<file path="src/rtl/gate_bist.sv">
// Built-in self-test for a single-input gate (buffer or inverter): drives an
// alternating 0/1 stimulus, lets it settle, checks the response and counts mismatches.
module gate_bist #(
  parameter int NUM_VECTORS   = 8,
  parameter int SETTLE_CYCLES = 2
) (
  input  logic       clk,
  input  logic       rst,
  input  logic       start,
  input  logic       expect_inv,
  input  logic       dut_y,
  output logic       dut_a,
  output logic       busy,
  output logic       done,
  output logic       pass,
  output logic [7:0] err_count,
  output logic [7:0] vec_idx
);

  typedef enum logic [1:0] {
    S_IDLE,
    S_SETTLE,
    S_CHECK,
    S_DONE
  } state_t;

  localparam logic [7:0] LAST_IDX    = 8'(NUM_VECTORS - 1);
  localparam logic [3:0] SETTLE_LAST = 4'(SETTLE_CYCLES - 1);

  state_t      r_state, w_state_next;
  logic        r_dut_a, w_dut_a_next;
  logic        r_pass, w_pass_next;
  logic [7:0]  r_err_count, w_err_count_next;
  logic [7:0]  r_vec_idx, w_vec_idx_next;
  logic [3:0]  r_settle_cnt, w_settle_cnt_next;
  logic        r_exp_inv, w_exp_inv_next;

  logic        w_expected;
  logic        w_mismatch;
  logic [7:0]  w_err_inc;
  logic [7:0]  w_idx_inc;

  assign w_expected = r_exp_inv ? ~r_dut_a : r_dut_a;
  assign w_mismatch = (dut_y != w_expected);
  // Saturate rather than wrap so a heavily faulty gate never reads as clean.
  assign w_err_inc  = (w_mismatch && (r_err_count != 8'hFF)) ? r_err_count + 8'd1 : r_err_count;
  assign w_idx_inc  = r_vec_idx + 8'd1;

  always_ff @(posedge clk) begin
    if (rst) begin
      r_state      <= S_IDLE;
      r_dut_a      <= 1'b0;
      r_pass       <= 1'b0;
      r_err_count  <= 8'd0;
      r_vec_idx    <= 8'd0;
      r_settle_cnt <= 4'd0;
      r_exp_inv    <= 1'b1;
    end else begin
      r_state      <= w_state_next;
      r_dut_a      <= w_dut_a_next;
      r_pass       <= w_pass_next;
      r_err_count  <= w_err_count_next;
      r_vec_idx    <= w_vec_idx_next;
      r_settle_cnt <= w_settle_cnt_next;
      r_exp_inv    <= w_exp_inv_next;
    end
  end

  always_comb begin
    w_state_next      = r_state;
    w_dut_a_next      = r_dut_a;
    w_pass_next       = r_pass;
    w_err_count_next  = r_err_count;
    w_vec_idx_next    = r_vec_idx;
    w_settle_cnt_next = r_settle_cnt;
    w_exp_inv_next    = r_exp_inv;
    case (r_state)
      S_IDLE: begin
        if (start) begin
          w_state_next      = S_SETTLE;
          w_dut_a_next      = 1'b0;
          w_pass_next       = 1'b0;
          w_err_count_next  = 8'd0;
          w_vec_idx_next    = 8'd0;
          w_settle_cnt_next = 4'd0;
          w_exp_inv_next    = expect_inv;
        end
      end
      S_SETTLE: begin
        w_settle_cnt_next = r_settle_cnt + 4'd1;
        if (r_settle_cnt == SETTLE_LAST) begin
          w_state_next = S_CHECK;
        end
      end
      S_CHECK: begin
        w_err_count_next = w_err_inc;
        if (r_vec_idx == LAST_IDX) begin
          // Pass must include the mismatch of this final check.
          w_state_next = S_DONE;
          w_pass_next  = (w_err_inc == 8'd0);
        end else begin
          w_state_next      = S_SETTLE;
          w_vec_idx_next    = w_idx_inc;
          w_dut_a_next      = w_idx_inc[0];
          w_settle_cnt_next = 4'd0;
        end
      end
      S_DONE: begin
        w_state_next = S_IDLE;
      end
      default: begin
        w_state_next = S_IDLE;
      end
    endcase
  end

  assign dut_a     = r_dut_a;
  assign busy      = (r_state == S_SETTLE) || (r_state == S_CHECK);
  assign done      = (r_state == S_DONE);
  assign pass      = r_pass;
  assign err_count = r_err_count;
  assign vec_idx   = r_vec_idx;

endmodule
</file>
<file path="config.mk">
export PLATFORM = sky130hd
export DESIGN_NAME = gate_bist
export DESIGN_NICKNAME = d
export VERILOG_FILES = /design/src/rtl/gate_bist.sv
export SDC_FILE = /design/constraint.sdc
export NUM_CORES = 1
export LEC_CHECK = 0
export CORE_ASPECT_RATIO = 1.1
export CORE_MARGIN = 1.5
export CORE_UTILIZATION = 50
export CTS_BUF_LIST = sky130_fd_sc_hd__clkbuf_16
export CTS_CLUSTER_DIAMETER = 50
export DETAILED_ROUTE_END_ITERATION = 6
export PLACE_DENSITY_LB_ADDON = 0.05
export SETUP_SLACK_MARGIN = 0.02
export SLEW_MARGIN = 0
export SYNTH_ARGS = -nofsm -noshare
export SYNTH_HDL_FRONTEND = slang
export SYNTH_SLANG_ARGS = --single-unit
</file>
<file path="constraint.sdc">
create_clock -name clk -period 4.96 [get_ports clk]
set_clock_uncertainty 0.15 [all_clocks]
set_input_delay 1.24 -clock clk [delete_from_list [all_inputs] [get_ports clk]]
set_output_delay 1.24 -clock clk [all_outputs]
set_load 0.1 [all_outputs]
</file>
### Yosys cells after proc, flatten, opt, wreduce, memory -nomap -nowiden

Index checks and enable logic that the tools add are counted.

| operators by class | value |
|---|---|
| add/sub/neg operators | 3 |
| eq/ne operators | 11 |
| mux-type cells | 18 |
| bitwise operators | 1 |
| reductions and logical operators | 12 |

Operators by type and width:

| kind | count |
|---|---|
| 8-bit one-hot mux with 2 select lines | 2 |
| 8-bit two-way mux | 3 |
| 8-bit by 1-bit adder with 8-bit output (second input constant) | 2 |
| 4-bit one-hot mux with 3 select lines | 1 |
| 3-bit AND reduction | 3 |
| 8-bit by 3-bit equality test with 1-bit output (second input constant) | 1 |
| 8-bit logical NOT | 1 |
| 4-bit two-way mux | 2 |
| 2-bit inequality test (second input constant) | 4 |
| 8-bit inequality test (second input constant) | 1 |
| 2-bit one-hot mux with 4 select lines | 1 |
| 2-bit two-way mux | 3 |
| 2-bit AND reduction | 3 |
| 4-bit by 1-bit adder with 4-bit output (second input constant) | 1 |
| 2-bit equality test (second input constant) | 2 |
| 4-bit by 1-bit equality test with 1-bit output (second input constant) | 1 |
| 1-bit two-way mux | 4 |
| 1-bit one-hot mux with 2 select lines | 2 |
| 3-bit nonzero test | 1 |
| 2-bit by 1-bit equality test with 1-bit output (second input constant) | 1 |
| 2-bit logical NOT | 1 |
| 2-bit nonzero test | 1 |
| 1-bit logical AND | 1 |
| 1-bit logical OR | 1 |
| 2 further kinds | 2 |

| word-level totals | value |
|---|---|
| bits in registers | 25 |
| logic and storage cells | 52 |

### Logic depth before layout (Yosys ltp)

| logic depth | value |
|---|---|
| depth after elaboration | 8 |
| depth in mapped cells | 8 |

### Least setup slack after synthesis

Ideal clock, no wire load.

| timing | value |
|---|---|
| kind | reg2reg |
| from | register r_vec_idx[0] (netlist: vec_idx[0]) |
| to | register r_pass (netlist: pass) |
| library setup time | 0.057 ns |
| data arrival time | 2.761 ns |
| path slack | 1.992 ns |
| stages on the path, launching flop included | 7 |
| buffers on the path | 0 |
| clock period less this slack | 2.968 ns |
| path through | dfxtp_1 > ha_1 > nor4b_1 > nand2_1 > or3_1 > a2111oi_2 > a21o_1 |

| between the ends | value |
|---|---|
| cells in the longest elaborated chain, start to end | 3 |

Ends and longest elaborated chain:

| item | line | source |
|---|---|---|
| from (decl) | 34 | `logic [7:0] r_vec_idx, w_vec_idx_next;` |
| from (signal assigned) | 63 | `r_vec_idx <= w_vec_idx_next;` |
| 8-bit by 3-bit equality test with 1-bit output | 97 | `if (r_vec_idx == LAST_IDX) begin` |
| 2-bit inequality test (no line) | n/a |  |
| 3-bit AND reduction (no line) | n/a |  |
| to (signal assigned) | 61 | `r_pass <= w_pass_next;` |
| to (decl) | 32 | `logic r_pass, w_pass_next;` |

No other way between the ends.
A chain may end at the register's enable or synchronous reset.

### Worst setup path in the final report

| timing | value |
|---|---|
| from | register r_state[0] |
| to | output port busy |

| between the ends | value |
|---|---|
| cells in the longest elaborated chain, start to end | 2 |
| elaborated cells between the ends (all ways) | 3 |

Ends and longest elaborated chain:

| item | line | source |
|---|---|---|
| from (decl) | 30 | `state_t r_state, w_state_next;` |
| from (signal assigned) | 59 | `r_state <= w_state_next;` |
| 2-bit by 1-bit equality test with 1-bit output / 2-bit equality test (equally long branches) | 118 | `assign busy = (r_state == S_SETTLE) \|\| (r_state == S_CHECK);` |
| 1-bit logical OR (*) | 118 |  |
| to (decl) | 13 | `output logic busy,` |

Every way passes the cells marked *; elsewhere a longest branch is shown, timed or not.

==> results.md <==
* Status: finished clean
* Int Pwr at 415.9 µW
* Unrepaired setup endpoints after global routing: false
* Die Width at 54.15 µm
* Share of layout cells above drive strength 1 at 6.633%
* CP Launch Type: flop
* Average cell area after synthesis at 8.317 µm²
* Boundary Pins at 25
* PwrDens at 407.1 nW/µm²
* Post-synth EDFFs at 0
* Die H at 59.27 µm
* Part of the cycle the worst path needs at 72.12%
* CTS resizes at 0
* Sw Pwr at 307.3 µW
* Worst VDD drop at 239.7 µV
* FF-to-FF path depth at 6
* P_leak at 0.0006742 µW
* Critical Path, Cell by Cell: inv_1 -> ha_1 -> clkdlybuf4s50_1
* Clk pwr share at 24.6%
* Pwr Total at 723.2 µW
* 1st-pass router iterations at 4
* GRT Total Usage at 23.43%
* RR Endpoint: pass$_SDFFE_PP0P_
* Worst setup EP type: primary output
* Yosys cell types at 41
* Synthesized Nets at 187
* Detailed-placement wirelength estimate at 2.350 mm
* Area Growth Syn to Fin at 23.48%
* Diode count at 0
* Final hold vios at 0
* Clk slew on worst S/H paths at 0.06 ns
* FF+latch count, synth at 24
* Vias in the first global route at 1,315
* WHS at 0.3370 ns
* Sw frac at 42.49%
* Via count at 1,345
* Die ar. at 3209 µm²
* Worst Tran Pin Value at 0.9731 ns
* Core area at 2753 µm²
* CTS Hold Bufs at 0
* Min-Delay Startpoint: r_exp_inv$_SDFFE_PP1P_
* Ys Warns at 0
* Critical Path Max Stage Delay at 1.12 ns
* Clock Sinks at 24
* Final wirelength at 3.325 mm
* Cell Area, Synth at 1439 µm²
* Row cnt at 20
* Worst slack, placed at 1.527 ns
* Multi-input gate area at 905.9 µm²
* Grt ovf at 0
* Post-synth top flop: dfxtp_1
* Worst path setup slack after routing at 1.383 ns
* Num CTS Buffers at 3
* ANT nets after route at 0
* Root Buffer: clkbuf_16
* Largest net degree at the start of global routing at 20
* Sequential share of power at 31.3%
* Asr flop ratio synth at 0%
* Fillers at 249
* IO buf count at 24
* Sequential fraction of the synthesis area at 33.39%
* Post-route minimum period at 3.577 ns
* Fin Setup TNS at 0 ns
* Combinational power share at 44.1%
* Max Slew Vio Count at 0
* Initial antenna violation count at 0
* CP required at 3.57 ns
* Hold Crit Endpoint: r_exp_inv$_SDFFE_PP1P_
* Fmax at 279.6 MHz
* Clock Latency Late Sink at 0.26 ns
* Max Cap Violations at 0
* Worst path buffer plus inverter count at 2
* Longest Clk Path Bufs at 2
* Mapped Cells at 173
* # setup viols final at 0
* Initial cell density of the core at 52.27%
* Flip-flop and latch area at 480.5 µm²
* Via/cell ratio at 5.873
* Worst R2R Setup Slack at 2.39 ns
* WHS Path Cells at 1
* R2r startpoint: vec_idx[0]$_SDFFE_PP0P_
* First-iteration detailed-routing DRC count at 38
* WS Path Type: flop to primary output
* Nets at 212
* First-pass GRT wire length at 5.561 mm
* Hold WC Path Type: flop to flop
* Critical path's top delay family: buffers and inverters
* Worst path slowest cell: clkdlybuf4s50_1
* # Post-CTS Setup Buffers at 0
* Avg WL per Cell at 14.52 µm
* CTS tree: done
* Relative slew slack at 34.92%
* H-tree Lvls at 1
* DRC at 0
* CP max FO at 5
* Critical Path AT at 2.19 ns
* Placer congestion estimate at 0.8760
-- cells in the final DEF (no fill, tap or decap), types with 6 or more instances in the layout --
master            n
nand3_1           7
inv_1             9
nand2_1          16
ha_1              9
xor2_1            9
nand4_1           6
dfxtp_1          24
a21oi_1           9
clkdlybuf4s50_1  24
nor2_1           23
-- per-stage QoR --
| step | utilization [%] | area (µm²) | cells |
|---|---|---|---|
| 3_3_place_gp | 61.82 | 1702 | 226 |
| 3_5_place_dp | 61.82 | 1702 | 226 |
| 5_1_grt | 64.55 | 1777 | 229 |
| 2_1_floorplan | - | 1439 | 173 |
| 6_report | 64.55 | 1777 | 229 |
| 4_1_cts | 64.55 | 1777 | 229 |
-- Yosys cell counts, types with 2 or more instances --
cell      instances  area share (%)
nor2b_1           2            0.87
ha_1              9             7.8
a211o_1           2             1.2
a31oi_1           4             1.7
and3_1            3             1.3
clkbuf_1          2            0.52
nand2b_1          2            0.87
a22oi_1           3             1.6
nor2_1           23             6.0
a21oi_1           9             3.1
a21o_1            2             1.0
a311oi_1          3             1.8
inv_1             9             2.3
xor2_1            9             5.5
mux2_2            4             3.1
nor3b_1           3             1.6
nor3_1            5             1.7
nand4_1           6             2.6
nand3_1           7             2.4
or3_1             3             1.3
o21ai_0           5             1.7
dfxtp_1          24              33
nand2_1          16             4.2
-- worst max path at each step --
stage                                  from           endpoint  slack [ns]  cells after the start
finish              r_state[0]$_SDFFE_PP0P_               busy        1.38                      3
global route        r_state[0]$_SDFFE_PP0P_               busy        1.31                      3
CTS                 r_state[0]$_SDFFE_PP0P_               busy        1.38                      3
detailed placement                    dut_y  pass$_SDFFE_PP0P_        1.53                      6
global placement                      dut_y  pass$_SDFFE_PP0P_        1.57                      6
floorplan           vec_idx[0]$_SDFFE_PP0P_  pass$_SDFFE_PP0P_        1.99                      6
-- power by group through the flow --
stage,Combinational [µW],Sequential (µW),Clock [µW]
finish,319,226,178
global route,347,229,188
CTS,320,226,178
detailed placement,316,230,0
global placement,312,228,0
floorplan,247,240,0
-- cells by family after synthesis --
family	count (synthesis)	synth area share, %
AO/OA/AOI/OAI	35	17.22
adder cells (fa/ha/maj)	9	7.826
flip-flops	24	33.39
XOR/XNOR	10	7.131
buffers and inverters	13	3.652
AND/OR/NAND/NOR	77	26.96
multiplexers	5	3.826
-- registers in the layout, indices dropped and copies added, names as in the netlist --
name          cells
vec_idx           8
pass              1
r_exp_inv         1
r_state           2
r_settle_cnt      4
err_count         8
-- routing by layer --
metal,share of wire [%],global-route usage (%)
met1,45,26.93
met3,3.5,3.535
met4,2.9,12.86
met5,0,0
met2,49,40.45
-- final cells by class --
cell class                      count  share of cell area (%)
Clock buffer                        3                   4.225
Inverter                            9                   1.901
Multi-Input combinational cell    136                   50.99
Sequential cell                    24                   27.04
Tap cell                           33                   2.324
Timing Repair Buffer               24                   13.52
-- worst register-to-register path: cells and delay by family (launching register included) --
family	cells	cell delay, ns
AOI/OAI and AO/OA	2	0.44
adders and majority gates	1	0.27
DFF	1	0.51
and+or+nand+nor	3	1.16
(Power assumes the default switching activity.)
